**src/rtl/color_arb_pkg.sv**
```systemverilog
// Shared constants, FSM state type and reference reciprocal for the colour-map arbiter.
package color_arb_pkg;

    localparam int unsigned DEPTH_W     = 10;
    localparam int unsigned COLOR_W     = 24;
    localparam int unsigned RECIP_W_DEF = 16;
    localparam int unsigned QUOT_W      = 16;
    localparam int unsigned DVD_W       = 17;
    localparam int unsigned DIV_STEPS   = 17;
    localparam int unsigned CNT_W       = 5;

    typedef enum logic [0:0] {
        IDLE = 1'b0,
        CALC = 1'b1
    } arb_state_t;

    // floor(65536/m), 0 for m == 0, saturated to 16 bits for m == 1
    function automatic logic [QUOT_W-1:0] recip_sat(input logic [DEPTH_W-1:0] m);
        logic [DVD_W-1:0] q;
        if (m == '0) begin
            return '0;
        end
        q = DVD_W'(17'h10000 / {7'b0, m});
        return q[DVD_W-1] ? 16'hFFFF : q[QUOT_W-1:0];
    endfunction

endpackage

```
**src/rtl/recip_divider.sv**
```systemverilog
// Restoring divider computing 2^16 / divisor over 17 cycles, with 0 and saturation handling.
module recip_divider
    import color_arb_pkg::*;
(
    input  logic               clk,
    input  logic               reset,
    input  logic               start,
    input  logic [DEPTH_W-1:0] divisor,
    output logic               done_c,
    output logic [QUOT_W-1:0]  quot_c
);

    logic               active;
    logic [CNT_W-1:0]   cnt;
    logic [DVD_W-1:0]   dvd;
    logic [DEPTH_W-1:0] dvs;
    logic [DEPTH_W-1:0] rem;
    logic [DVD_W-1:0]   quo;

    logic [DEPTH_W:0]   rem_sh;
    logic               fits;
    logic [DEPTH_W-1:0] rem_nx;
    logic [DVD_W-1:0]   quo_nx;

    // One restoring step; the final step's quotient is presented directly on done_c
    always_comb begin
        rem_sh = {rem, dvd[DVD_W-1]};
        fits   = rem_sh >= {1'b0, dvs};
        rem_nx = fits ? DEPTH_W'(rem_sh - {1'b0, dvs}) : DEPTH_W'(rem_sh);
        quo_nx = {quo[DVD_W-2:0], fits};
        done_c = active && (cnt == CNT_W'(DIV_STEPS - 1));
        if (dvs == '0) begin
            quot_c = '0;
        end else if (quo_nx[DVD_W-1]) begin
            quot_c = '1;
        end else begin
            quot_c = quo_nx[QUOT_W-1:0];
        end
    end

    always_ff @(posedge clk) begin
        if (reset) begin
            active <= 1'b0;
            cnt    <= '0;
            dvd    <= '0;
            dvs    <= '0;
            rem    <= '0;
            quo    <= '0;
        end else if (start) begin
            active <= 1'b1;
            cnt    <= '0;
            dvd    <= DVD_W'(17'h10000);
            dvs    <= divisor;
            rem    <= '0;
            quo    <= '0;
        end else if (active) begin
            dvd    <= {dvd[DVD_W-2:0], 1'b0};
            rem    <= rem_nx;
            quo    <= quo_nx;
            cnt    <= cnt + CNT_W'(1);
            if (done_c) begin
                active <= 1'b0;
            end
        end
    end

endmodule

```
**src/rtl/color_map_arbiter.sv**
```systemverilog
// Round-robin sharing of one colour mapper between engines; owns the max_iter reciprocal.
// Optional COLOR_ARB_STATS_EN adds issue/stall counters.
module color_map_arbiter
    import color_arb_pkg::*;
#(
    parameter int unsigned NUM_ENGINES = 4,
    parameter int unsigned ID_W        = $clog2(NUM_ENGINES),
    parameter int unsigned RECIP_W     = RECIP_W_DEF
) (
    input  logic                           clk,
    input  logic                           reset,
    input  logic [DEPTH_W-1:0]             max_iterations,
    input  logic [NUM_ENGINES-1:0]         req_valid,
    input  logic [NUM_ENGINES*DEPTH_W-1:0] req_depth,
    output logic [NUM_ENGINES-1:0]         req_ready,
    output logic                           map_en,
    output logic [DEPTH_W-1:0]             map_depth,
    output logic [DEPTH_W-1:0]             map_max_iter,
    output logic [RECIP_W-1:0]             map_recip,
    input  logic                           map_valid,
    input  logic [COLOR_W-1:0]             map_color,
    output logic                           out_valid,
    output logic [COLOR_W-1:0]             out_color,
    output logic [ID_W-1:0]                out_engine,
`ifdef COLOR_ARB_STATS_EN
    output logic [31:0]                    stat_issued,
    output logic [31:0]                    stat_stall,
`endif
    output logic                           busy
);

    localparam logic [0:0] S_IDLE = 1'(IDLE);
    localparam logic [0:0] S_CALC = 1'(CALC);

    logic [0:0]         state, state_d;
    logic               init_q, init_d;
    logic [ID_W-1:0]    ptr, ptr_d;
    logic [ID_W-1:0]    tag, tag_d;
    logic               tag_live;
    logic [DEPTH_W-1:0] max_iter_d;
    logic [RECIP_W-1:0] recip_d;

    logic               found;
    logic [ID_W-1:0]    gnt;
    logic [DEPTH_W-1:0] gnt_depth;
    logic               div_start;
    logic               div_done;
    logic [QUOT_W-1:0]  div_quot;

    recip_divider u_div (
        .clk     (clk),
        .reset   (reset),
        .start   (div_start),
        .divisor (max_iterations),
        .done_c  (div_done),
        .quot_c  (div_quot)
    );

    // First valid requester at or after the pointer, wrapping
    always_comb begin
        int unsigned idx;
        found     = 1'b0;
        gnt       = '0;
        gnt_depth = '0;
        for (int unsigned k = 0; k < NUM_ENGINES; k++) begin
            idx = (32'(ptr) + k) % NUM_ENGINES;
            if (!found && req_valid[ID_W'(idx)]) begin
                found = 1'b1;
                gnt   = ID_W'(idx);
            end
        end
        for (int unsigned i = 0; i < NUM_ENGINES; i++) begin
            if (gnt == ID_W'(i)) begin
                gnt_depth = req_depth[DEPTH_W*i +: DEPTH_W];
            end
        end
    end

    always_comb begin
        state_d    = state;
        init_d     = init_q;
        ptr_d      = ptr;
        tag_d      = tag;
        max_iter_d = map_max_iter;
        recip_d    = map_recip;
        req_ready  = '0;
        map_en     = 1'b0;
        map_depth  = '0;
        busy       = 1'b1;
        div_start  = 1'b0;
        if (!reset) begin
            case (state)
                S_IDLE: begin
                    // init_q forces one recompute after every reset
                    if (init_q || (max_iterations != map_max_iter)) begin
                        max_iter_d = max_iterations;
                        init_d     = 1'b0;
                        div_start  = 1'b1;
                        state_d    = S_CALC;
                    end else begin
                        busy = 1'b0;
                        if (found) begin
                            req_ready[gnt] = 1'b1;
                            map_en         = 1'b1;
                            map_depth      = gnt_depth;
                            tag_d          = gnt;
                            ptr_d          = (gnt == ID_W'(NUM_ENGINES - 1)) ? '0 : gnt + ID_W'(1);
                        end
                    end
                end
                S_CALC: begin
                    if (div_done) begin
                        recip_d = RECIP_W'(div_quot);
                        state_d = S_IDLE;
                    end
                end
                default: state_d = S_IDLE;
            endcase
        end
    end

    always_ff @(posedge clk) begin
        if (reset) begin
            state        <= S_IDLE;
            init_q       <= 1'b1;
            ptr          <= '0;
            tag          <= '0;
            tag_live     <= 1'b0;
            map_max_iter <= '0;
            map_recip    <= '0;
        end else begin
            state        <= state_d;
            init_q       <= init_d;
            ptr          <= ptr_d;
            tag          <= tag_d;
            tag_live     <= map_en;
            map_max_iter <= max_iter_d;
            map_recip    <= recip_d;
        end
    end

    // Mapper has a fixed one-cycle latency, so a single tag register suffices
    assign out_valid  = map_valid & tag_live;
    assign out_color  = map_color;
    assign out_engine = tag;

`ifdef COLOR_ARB_STATS_EN
    always_ff @(posedge clk) begin
        if (reset) begin
            stat_issued <= '0;
            stat_stall  <= '0;
        end else begin
            if (map_en) begin
                stat_issued <= stat_issued + 32'd1;
            end
            if (busy && (|req_valid)) begin
                stat_stall <= stat_stall + 32'd1;
            end
        end
    end
`endif

endmodule

```
**config.mk**
```make
export PLATFORM = sky130hd
export DESIGN_NAME = color_map_arbiter
export DESIGN_NICKNAME = d
export VERILOG_FILES = /design/src/rtl/color_arb_pkg.sv /design/src/rtl/recip_divider.sv /design/src/rtl/color_map_arbiter.sv
export SDC_FILE = /design/constraint.sdc
export NUM_CORES = 1
export LEC_CHECK = 0
export BUFFER_PORTS_ARGS = -buffer_cell sky130_fd_sc_hd__buf_2
export CAP_MARGIN = 20
export CORE_MARGIN = 5
export CORE_UTILIZATION = 55
export CTS_CLUSTER_DIAMETER = 60
export DETAILED_ROUTE_END_ITERATION = 10
export HOLD_SLACK_MARGIN = 0.03
export PLACE_DENSITY = 0.84
export RECOVER_POWER = 100
export REMOVE_ABC_BUFFERS = 1
export SETUP_SLACK_MARGIN = 0.15
export SLEW_MARGIN = 25
export SYNTH_ARGS = -nofsm -noshare
export SYNTH_HDL_FRONTEND = slang
export SYNTH_HIERARCHICAL = 1
export SYNTH_SLANG_ARGS = --single-unit
```
**constraint.sdc**
```tcl
create_clock -name clk -period 7.2 [get_ports clk]
set_clock_uncertainty 0.15 [all_clocks]
set_input_delay 0.36 -clock clk [delete_from_list [all_inputs] [get_ports clk]]
set_output_delay 0.36 -clock clk [all_outputs]
set_load 0.01 [all_outputs]
```
==> flow_metrics.py <==
metrics = {
    "layout": {
        "final_common_cell": "dfxtp_1",
        "layout.cells.non_filler": 677,
        "area_delta_synth_final_pct": 9.29,
        "final_cell_mix": "76 x dfxtp_1, 63 x nand2_1, 60 x buf_2, 52 x nor2_1, 44 x clkbuf_1",
        "layout.nets": 670,
        "drive_gt1_share_pct": 17.4,
        "antenna-diode-count": 0,
    },
    "cts": {
        "numCtsBuffers": 9,
        "cts.sinks": 76,
        "path_clk_slew_ns": 0.07,
        "clk_latency_ns": 0.35,
        "cts.path.max_buffers": 2,
        "cts_tree": "built",
        "htree_levels": 3,
        "postCtsSetupBuffers": 0,
        "post_cts_resized": 0,
        "holdBufCountCts": 0,
        "root_buffer": "clkbuf_8",
    },
    "pwr": {
        "comb_power_share_pct": 21.3,
        "power_uw": 956,
        "swShare_pct": 29.3,
        "p_int_uw": 675,
        "p_sw_uw": 280,
        "clock_power_share_pct": 32.1,
        "p_leak_uw": 0.00184,
        "seq_power_share_pct": 46.6,
        "ir_worst_vdd_mv": 0.143,
        "p_per_area_mw_per_mm2": 196,
    },
    "setup_path": {
        "critPathCaptureType": "flop",
        "cp_max_fo": 60,
        "critPathKind": "input pin to flop",
        "slowest_stage": "clkbuf_1",
        "path_cells": "buf_2 -> clkbuf_1 -> nor3_1 -> or2_0 -> or4_2 -> o221ai_2",
        "critPathLaunchType": "input pin",
        "worstPathArrival_ns": 4.63,
        "slowest_delay_ns": 1.99,
        "cp_data_required_time_ns": 7.30,
    },
    "status": {
        "status": "finished with violations",
        "violations": "capacitance limit, slew limit",
    },
    "yosys": {
        "synth_top_area_cell": "dfxtp_1",
        "yosysUniqueCellTypes": 60,
        "ys.flop_type": "dfxtp_1",
        "syn_area_sq_mm": 0.00446,
        "postSynthCellCount": 514,
        "yosys_register_bits": 76,
        "syn_avg_cell_area_sq_um": 8.67,
        "synth_edf_count": 0,
        "ys_seq_area_share_pct": 34.1,
        "yosysWarnings": 6,
        "synth-async-reset-ratio_pct": 0,
        "synthTopCellsByArea": "dfxtp_1 34%, mux2i_1 8.8%, nand2_1 5.3%",
        "synth_top_area_share_pct": 34.1,
    },
    "place": {
        "gp_congestion": 0.879,
        "dp.cells": 663,
        "portBuffers": 101,
        "dp_hpwl_um": 8350,
    },
    "timing": {
        "finalSetupTns_ns": 0,
        "setup_viol": 0,
        "maxSlewHeadroom_pct": -89.4,
        "tightest_slew_ns": 2.84,
        "rsz0062_at_grt": "no",
        "period_minus_slack_ns": 4.53,
        "slew_violations": 61,
        "min_period_over_period_pct": 62.9,
        "fmax_mhz": 221,
        "finalHoldViolations": 0,
    },
    "routing": {
        "viasPerCell": 5.77,
        "routedWlPerCell_um": 16.7,
        "ant_nets": 0,
        "vias": 3904,
        "drt-initial-drc-count": 229,
        "routed_wl_um": 11300,
        "drc": 0,
        "firstDrtPassIters": 5,
    },
    "floorplan": {
        "row_count": 32,
        "start_util_pct": 57.1,
        "die_w_um": 100,
        "ios": 150,
        "core_sq_mm": 0.00781,
        "die_h_um": 100,
        "dieArea_sq_mm": 0.0100,
    },
    "global_routing": {
        "grt_pass1_wl_um": 18000,
        "grt_pass1_vias": 3749,
        "antenna_found_initial": 1,
        "grt_max_degree": 61,
        "globalRouteOverflowTotal": 0,
        "grt_usage_pct": 22.1,
    },
    "job": {
        "maxCapViolations": 1,
    },
    "worst_hold_path": {
        "min_path_type": "input pin to flop",
    },
}
[final cells by class]
class	instances	area (sq um)
Fill cell	704	2940
Multi-Input combinational cell	356	2480
Sequential cell	76	1520
Timing Repair Buffer	105	477
Clock buffer	10	128
Tap cell	102	128
Inverter	24	90.1
Clock inverter	4	51.3
[cells in the mapped netlist (all sizes together) (9+ instances only)]
| cell type | instances |
|---|---|
| nand2 | 63 |
| mux2i | 39 |
| buf | 34 |
| o21a | 16 |
| o211ai | 13 |
| ha | 16 |
| a2111oi | 9 |
| o21ai | 11 |
| inv | 23 |
| a221o | 9 |
| nor2 | 52 |
| xor2 | 10 |
| dfxtp | 76 |
| xnor2 | 10 |
| a21oi | 32 |
| clkbuf | 24 |
[worst paths after layout]
| path | start | end | slack, ns | depth (start not counted) |
|---|---|---|---|---|
| worst max register to register | map_max_iter[1] | u_div/rem[0] | 3.92 | 7 |
| worst min-delay path | max_iterations[2] | map_max_iter[2] | 0.14 | 3 |
| worst max-delay path | reset | u_div/rem[0] | 2.67 | 6 |
| worst min register to register | init_q | init_q | 0.31 | 2 |
[cells by family after synthesis]
logic type / count (synthesis) / share of synthesized area [%]
flip-flops: 76 / 34.1
multiplexers: 39 / 8.76
AO/OA/AOI/OAI: 114 / 19.9
XOR/XNOR: 20 / 3.93
adder cells (fa/ha/maj): 17 / 4.94
buffers and inverters: 82 / 9.71
AND/OR/NAND/NOR: 166 / 18.6
[metal layers]
metal	up-vias	routed length [um]	track usage, %
met2	156	5380	36.4
met3	22	992	7.85
met5	-	13	0
met1	1829	4780	27.6
li1	1895	-	-
met4	2	164	5.91
[power groups by stage]
stage | registers, uW | clock network, uW | logic [uW]
5_1_grt | 447 | 330 | 225
3_3_place_gp | 454 | 0 | 199
3_5_place_dp | 455 | 0 | 206
4_1_cts | 445 | 314 | 207
6_report | 445 | 307 | 203
2_1_floorplan | 457 | 0 | 138
[registers in the layout, indices dropped and copies added (netlist names)]
signal        cells
u_div/rem        10
u_div/quo        16
out_engine        2
state             1
tag_live          1
map_max_iter     10
u_div/active      1
u_div/dvs        10
map_recip        16
u_div/dvd         1
u_div/cnt         5
init_q            1
ptr               2
[critical path: cells and delay by family]
kind / cells / cell delay [ns]
compound gates: 1 / 0.08
simple gates: 3 / 2.10
buf+inv: 2 / 2.06
[per-stage QoR]
| stage | setup WS [ns] | instance area (sq um) | hold WS, ns | utilization (%) |
|---|---|---|---|---|
| after floorplan | 4.14 | 4110 | 0.273 | - |
| after global placement | 3.62 | 4790 | 0.284 | 61.4 |
| after detailed placement | 3.51 | 4800 | 0.296 | 61.5 |
| after CTS | 3.41 | 4980 | 0.134 | 63.7 |
| after global routing | 2.29 | 4870 | 0.166 | 62.4 |
| final | 2.67 | 4870 | 0.143 | 62.4 |
Note: power is estimated with default switching activity, not from simulation.
